File: config.mk
export PLATFORM = sky130hd
export DESIGN_NAME = bch31_serial_encoder
export DESIGN_NICKNAME = d
export VERILOG_FILES = /design/src/rtl/bch31_serial_encoder.sv
export SDC_FILE = /design/constraint.sdc
export NUM_CORES = 1
export LEC_CHECK = 0
export CORE_ASPECT_RATIO = 1.1
export CORE_MARGIN = 2
export CORE_UTILIZATION = 60
export CTS_CLUSTER_SIZE = 40
export DETAILED_ROUTE_END_ITERATION = 7
export PLACE_DENSITY_LB_ADDON = 0.1
export SYNTH_ARGS = -nofsm -noshare
export SYNTH_HDL_FRONTEND = slang
export SYNTH_SLANG_ARGS = --single-unit
File: constraint.sdc
create_clock -name clk -period 3.4 [get_ports clk]
set_clock_uncertainty 0.1 [all_clocks]
set_input_delay 0.68 -clock clk [delete_from_list [all_inputs] [get_ports clk]]
set_output_delay 0.68 -clock clk [all_outputs]
set_load 0.05 [all_outputs]
File: src/rtl/bch31_serial_encoder.sv
// ---------------------------------------------------------------------------
// bch31_serial_encoder
//   Systematic serial BCH(31,21), t=2 encoder over GF(2^5). Message bits
//   arrive one per handshake, highest degree first, and are passed straight
//   through to the output stream while a 10-bit LFSR divides m(x)*x^10 by
//   g(x) = x^10+x^9+x^8+x^6+x^5+x^3+1. After the 21st message bit the
//   remainder is shifted out MSB first as the 10 parity bits.
//
// Ports
//   clk        clock
//   rst        asynchronous reset, active-low
//   in_valid   message bit valid
//   in_bit     message bit
//   in_ready   encoder accepts in_bit this cycle
//   out_valid  out_bit valid
//   out_bit    codeword bit
//   out_first  marks the first codeword bit (degree 30)
//   out_last   marks the last parity bit (degree 0)
//   out_ready  downstream accepts out_bit this cycle
//   busy       a codeword is in progress
// ---------------------------------------------------------------------------
module bch31_serial_encoder #(
  parameter int          K   = 21,
  parameter int          NP  = 10,
  parameter logic [NP:0] GEN = 11'h769
) (
  input  logic clk,
  input  logic rst,
  input  logic in_valid,
  input  logic in_bit,
  output logic in_ready,
  output logic out_valid,
  output logic out_bit,
  output logic out_first,
  output logic out_last,
  input  logic out_ready,
  output logic busy
);

  localparam int MSG_W = $clog2(K + 1);
  localparam int PAR_W = $clog2(NP + 1);
  localparam logic [MSG_W-1:0] MSG_LAST = MSG_W'(K - 1);
  localparam logic [PAR_W-1:0] PAR_LAST = PAR_W'(NP - 1);

  typedef enum logic [1:0] {
    S_IDLE = 2'd0,
    S_MSG  = 2'd1,
    S_PAR  = 2'd2
  } state_t;

  state_t           r_state;
  state_t           w_state_nxt;
  logic [NP-1:0]    r_rem;
  logic [MSG_W-1:0] r_msg_cnt;
  logic [PAR_W-1:0] r_par_cnt;
  logic             r_out_valid;
  logic             r_out_bit;
  logic             r_out_first;
  logic             r_out_last;

  logic w_slot_free;
  logic w_accept;
  logic w_par_shift;
  logic w_msg_done;
  logic w_par_done;

  // One division step of the remainder register by g(x); g10 is implicit.
  function automatic logic [NP-1:0] lfsr_step(input logic [NP-1:0] rem,
                                              input logic           m);
    logic fb;
    fb = m ^ rem[NP-1];
    return {rem[NP-2:0], 1'b0} ^ (fb ? GEN[NP-1:0] : '0);
  endfunction

  // The output register can take a new bit when empty or being drained now.
  assign w_slot_free = !r_out_valid || out_ready;
  assign w_accept    = in_valid && in_ready;
  assign w_par_shift = (r_state == S_PAR) && w_slot_free;
  assign w_msg_done  = (r_msg_cnt == MSG_LAST);
  assign w_par_done  = (r_par_cnt == PAR_LAST);

  // State register
  always_ff @(posedge clk or negedge rst) begin
    if (!rst) begin
      r_state <= S_IDLE;
    end else begin
      r_state <= w_state_nxt;
    end
  end

  // Next-state logic
  always_comb begin
    w_state_nxt = r_state;
    case (r_state)
      S_IDLE:  if (w_accept) w_state_nxt = S_MSG;
      S_MSG:   if (w_accept && w_msg_done) w_state_nxt = S_PAR;
      S_PAR:   if (w_slot_free && w_par_done) w_state_nxt = S_IDLE;
      default: w_state_nxt = S_IDLE;
    endcase
  end

  // Output logic; in_ready and busy are forced low while reset is held.
  always_comb begin
    in_ready = 1'b0;
    busy     = 1'b0;
    if (rst) begin
      in_ready = w_slot_free && (r_state != S_PAR);
      busy     = (r_state != S_IDLE) || r_out_valid;
    end
  end

  // Datapath: LFSR, counters and the single output register stage
  always_ff @(posedge clk or negedge rst) begin
    if (!rst) begin
      r_rem       <= '0;
      r_msg_cnt   <= '0;
      r_par_cnt   <= '0;
      r_out_valid <= 1'b0;
      r_out_bit   <= 1'b0;
      r_out_first <= 1'b0;
      r_out_last  <= 1'b0;
    end else if (w_accept) begin
      r_rem       <= lfsr_step(r_rem, in_bit);
      r_out_valid <= 1'b1;
      r_out_bit   <= in_bit;
      r_out_first <= (r_state == S_IDLE);
      r_out_last  <= 1'b0;
      r_msg_cnt   <= (r_state == S_IDLE) ? MSG_W'(1) : r_msg_cnt + MSG_W'(1);
      if (r_state == S_MSG && w_msg_done) begin
        r_par_cnt <= '0;
      end
    end else if (w_par_shift) begin
      // Parity leaves MSB first; the register is all zero after the last shift.
      r_rem       <= {r_rem[NP-2:0], 1'b0};
      r_out_valid <= 1'b1;
      r_out_bit   <= r_rem[NP-1];
      r_out_first <= 1'b0;
      r_out_last  <= w_par_done;
      r_par_cnt   <= w_par_done ? '0 : r_par_cnt + PAR_W'(1);
    end else if (out_ready) begin
      r_out_valid <= 1'b0;
      r_out_first <= 1'b0;
      r_out_last  <= 1'b0;
    end
  end

  assign out_valid = r_out_valid;
  assign out_bit   = r_out_bit;
  assign out_first = r_out_first;
  assign out_last  = r_out_last;

endmodule

# --- After elaboration in Yosys (flattened, before gate mapping) ---
# Index checks and enable logic that the tools add are counted.
# Widths: inputs -> output; s select.
classes:
  add_sub_neg: 2
  n_eq_ne: 9
  muxes: 23
  bitwise_logic: 2
  n_reduce_logical: 15
ops:
  columns: ["cell", "n"]
  rows:
  - ["$mux 10", 3]
  - ["$mux 4", 4]
  - ["$mux 1", 11]
  - ["$xor 10x10->10", 1]
  - ["$logic_and 1x1->1", 6]
  - ["$mux 2", 3]
  - ["$ne 2x2->1 const B", 3]
  - ["$pmux 2 s3", 1]
  - ["$add 5x1->5 const B", 1]
  - ["$eq 5x5->1 const B", 1]
  - ["$mux 5", 1]
  - ["$add 4x1->4 const B", 1]
  - ["$eq 4x4->1 const B", 1]
  - ["$ne 2x1->1 const B", 2]
  - ["$reduce_bool 2->1", 2]
  - ["$reduce_and 3->1", 1]
  - ["$reduce_bool 3->1", 1]
  - ["$eq 2x1->1 const B", 1]
  - ["$eq 2x2->1 const B", 1]
  - ["$logic_not 2->1", 1]
  - ["$logic_or 1x1->1", 2]
  - ["$reduce_and 2->1", 1]
  - ["$logic_not 1->1", 1]
  - ["$xor 1x1->1", 1]
word_totals:
  reg_bits: 25
  inputBits: 5
  output_inout_bits: 6
  word_cells: 59

# --- Longest topological paths before layout ---
logic_depth:
  ltp_word: 8
  mapped_depth: 6
  depth_no_buf: 6

# --- Worst setup path before layout ---
# OpenSTA, ideal clock, no wires.
synth_timing:
  path_type: "register to output"
  from: "reg r_state[0]"
  to: "out busy"
  arrival_ns: 1.392
  required_ns: 2.620
  setup_slack_ns: 1.228
  stages_incl_launch_ff: 5
  path_buffers: 2
  cell_sequence: "dfrtp_1 buf_4 or2_2 dlymetal6s4s_1 o21a_1"
synth_via:
  elab_chain_len: 3
synth_rtl:
  columns: ["item", "line", "text"]
  rows:
  - ["from (decl)", "51", "state_t r_state;"]
  - ["from (signal assigned)", "87", "r_state <= w_state_nxt;"]
  - ["$reduce_bool 2->1", "108", "busy = (r_state != S_IDLE) || r_out_valid;"]
  - ["$logic_or 1x1->1", "108", null]
  - ["$mux 1", "106", "if (rst) begin"]
  - ["to (decl)", "37", "output logic busy"]
# Every way passes these cells.

# --- Worst setup path after layout ---
layout_timing:
  from: "in out_ready"
  to: "out in_ready"
layout_via:
  elab_chain_len: 3
layout_rtl:
  columns: ["item", "line", "text"]
  rows:
  - ["from (decl)", "36", "input logic out_ready,"]
  - ["$logic_or 1x1->1", "76", "assign w_slot_free = !r_out_valid || out_ready;"]
  - ["$logic_and 1x1->1", "107", "in_ready = w_slot_free && (r_state != S_PAR);"]
  - ["$mux 1", "106", null]
  - ["to (decl)", "31", "output logic in_ready,"]
# Every way passes these cells.

==> summary.md <==
| Metric | Value |
|---|---|
| Worst-Margin Slew | `741 ps` |
| I/O pin count | `11` |
| Core area | `2020 um2` |
| Post-CTS sizing | `0` |
| Maximum fanout along the worst path | `4` |
| Vias in the first global route | `967` |
| Vias | `1021` |
| Placed wire-length estimate | `1.89 mm` |
| Final hold vios | `0` |
| Worst R2R End | `r_rem[3]` |
| Die Y | `52.8 um` |
| Setup_tns | `0 ps` |
| Adder-Cell Fraction of Synth Area | `slightly below 4%` |
| Syn_area_per_cell | `10.2 um2` |
| Yosys warnings | `0` |
| Final period util | `75.7%` |
| TritonRoute pass-1 iters | `4` |
| Register Area | `626 um2` |
| Mapped cell area | `1300 um2` |
| Area grow syn2layout | `11.8%` |
| Crit path capture | `in_ready` |
| Multi-input logic area | `607 um2` |
| Post-synth EDFFs | `0` |
| Maximum VDD drop | `between 0.3 and 0.4 mV` |
| Simple-Gate Fraction of Synth Area | `25.0%` |
| Critical Path RT | `2620 ps` |
| Initial antenna violation count | `0` |
| Tmin final | `2570 ps` |
| Mux share of post-synthesis cell area | `around 3.5%` |
| Complex-gate fraction of the synthesized area | `13.1%` |
| Crit Path Class | `in2out` |
| Postcts setup bufs | `0` |
| Hold WC Path Type | `reg2reg` |
| Global-route wire length before repair | `4.42 mm` |
| Placer's final routability congestion estimate | `0.801` |
| GRT Util Overall | `23.2%` |
| CP endpoint kind | `output port` |
| Sequential area share after synthesis | `about 48%` |
| Initial DRC count | `38` |
| Final setup fails | `0` |
| Final worst setup slack | `826 ps` |
| Max-slew headroom | `50.2%` |
| Die width | `48.3 um` |
| Leak | `0.641 nW` |
| Share of post-route cells with drive strength above 1 | `15.1%` |
| Hold Slack | `420 ps` |
| Max-cap violations | `0` |
| Max Clk Rate | `0.388 GHz` |
| Post-synth ARST share | `100%` |
| Commonest non-fill, non-tap cell in the layout | `dfrtp_1` |
| Reg2reg setup slack | `1530 ps` |
| Clock Pin Slew Worst Setup and Hold Paths | `120 ps` |
| # diodes | `0` |
| Crit path arrival time | `1790 ps` |
| RR Startpoint | `out_valid` |
| Drt total wl | `2.49 mm` |
| H-tree levels | `1` |
| Final Max Tran Viols | `0` |
| Grt ovf | `0` |
| Post-Syn Instances | `127` |
| Number of core rows | `17` |
| Maximum buffer depth of the clock tree | `2` |
| Drt drc | `0` |
| Yosys reg bits | `25` |
| Worst R2R Path Depth | `4` |
| Syn nets | `136` |
| PwrDens | `537 nW/um2` |
| Launch point of the worst path | `out_ready` |
| Nets | `149` |
| Largest family of logic cells by synthesized area | `simple AND/OR/NAND/NOR gates` |
| Post-DR vias/cell | `just over 6` |
| Port Buffer Count | `10` |
| Status | `finished, final reports clean` |
| Xor-xnor portion of the synthesized cell area | `1.35%` |
| Commonest cells after routing, fill and taps aside | `dfrtp_1, nand2_1, nand3_1` |
| Pwr Total | `0.000778 W` |
| CTS sink cnt | `25` |
| CTS tree | `done` |
| Startpoint types | `primary input` |
| Pin count of the biggest net entering global routing | `15` |
| Hold-fix buffers, CTS | `0` |
| RSZ-0062 raised after global routing | `false` |
| Fillers | `157` |
| Routed Antenna Nets | `0` |
| Clk root buf | `clkbuf_4` |
| DR WL/cell | `about 15 um` |
| Prevailing post-synth register cell | `dfrtp_1` |
| Full die area | `~2500 um2` |
| Clk_lat worst skew | `320 ps` |
| Yosys cell types | `38` |
| Initial core utilization | `approximately 64%` |
| Post-Place Setup Slack | `between 500 and 600 ps` |
| Cts bufs inserted | `3` |
==> layer usage <==
metal  wire (um)  vias up  track usage (%)  part of all wire [%]
met5           0        -                0                     0
met4          28        0             10.5                   1.1
met3         110        4             3.71                   4.4
met2        1170       32             39.1                    47
met1        1180      496             29.9                    47
li1            -      489                -                     -
==> area by class of cell <==
cell class | count | share of cell area, %
clock buffer | 3 | 1.55
tap | 28 | 2.42
clock inverter | 1 | 0.345
inverter | 5 | 1.30
sequential | 25 | 43.2
timing repair buffer | 12 | 9.33
multi-input combinational | 93 | 41.9
==> synthesized netlist by cell type, drive strengths merged (2+ instances only) <==
master / number / area share (%)
nor2b: 2 / 1.2
nand3: 12 / 4.6
buf: 2 / 1.4
a211o: 2 / 1.4
mux2: 4 / 3.5
a21oi: 5 / 2.2
o21ai: 6 / 2.3
nor3: 3 / 1.5
nor3b: 2 / 1.2
a31oi: 2 / 0.97
nor2: 10 / 2.9
and3: 3 / 1.4
or4: 2 / 1.2
dfrtp: 25 / 48
nand2: 13 / 3.8
nand3b: 3 / 1.7
ha: 4 / 3.9
nor4: 2 / 0.97
o22ai: 2 / 0.97
inv: 5 / 1.4
o221a: 4 / 3.5
nand4b: 2 / 1.4
==> power by group <==
group	internal, W	leakage, nW	switching [W]
clock network	0.0000440	0.0177	0.0000847
logic	0.000109	0.326	0.0000986
registers	0.000374	0.298	0.0000679
==> stage by stage <==
| stage | cell area, um2 | cells | utilization, % |
|---|---|---|---|
| floorplan | 1300 | 127 | - |
| global placement | 1420 | 163 | 70.3 |
| detailed placement | 1420 | 163 | 70.3 |
| CTS | 1450 | 167 | 71.7 |
| global route | 1450 | 167 | 71.7 |
| finish | 1450 | 167 | 71.7 |
==> worst min path at each step <==
stage / from / endpoint / slack [ps] / cells past startpoint
after floorplan: rst / out_bit / 280 / 0
after global placement: r_rem[1] / r_rem[2] / 380 / 1
after detailed placement: r_rem[1] / r_rem[1] / 400 / 1
after CTS: r_rem[1] / r_rem[1] / 430 / 1
after global routing: r_rem[3] / r_rem[4] / 450 / 1
final: r_rem[1] / r_rem[1] / 420 / 1
==> critical path, stage by stage <==
cell,delay (ps)
clkdlybuf4s50_1,450
or2b_1,290
and3_1,210
buf_12,150
==> registers in the layout, indices dropped and copies added (netlist names) <==
| signal | cells |
|---|---|
| r_rem | 10 |
| r_msg_cnt | 5 |
| r_par_cnt | 4 |
| r_state | 2 |
| out_bit | 1 |
| out_first | 1 |
| out_last | 1 |
| out_valid | 1 |
==> cells by family after synthesis <==
group / Yosys count
AO/OA/AOI/OAI: 24
XOR/XNOR: 2
adder cells (fa/ha/maj): 4
buffers and inverters: 9
flip-flops: 25
multiplexers: 4
AND/OR/NAND/NOR: 59
No activity file was read; power rests on OpenSTA's default activity.
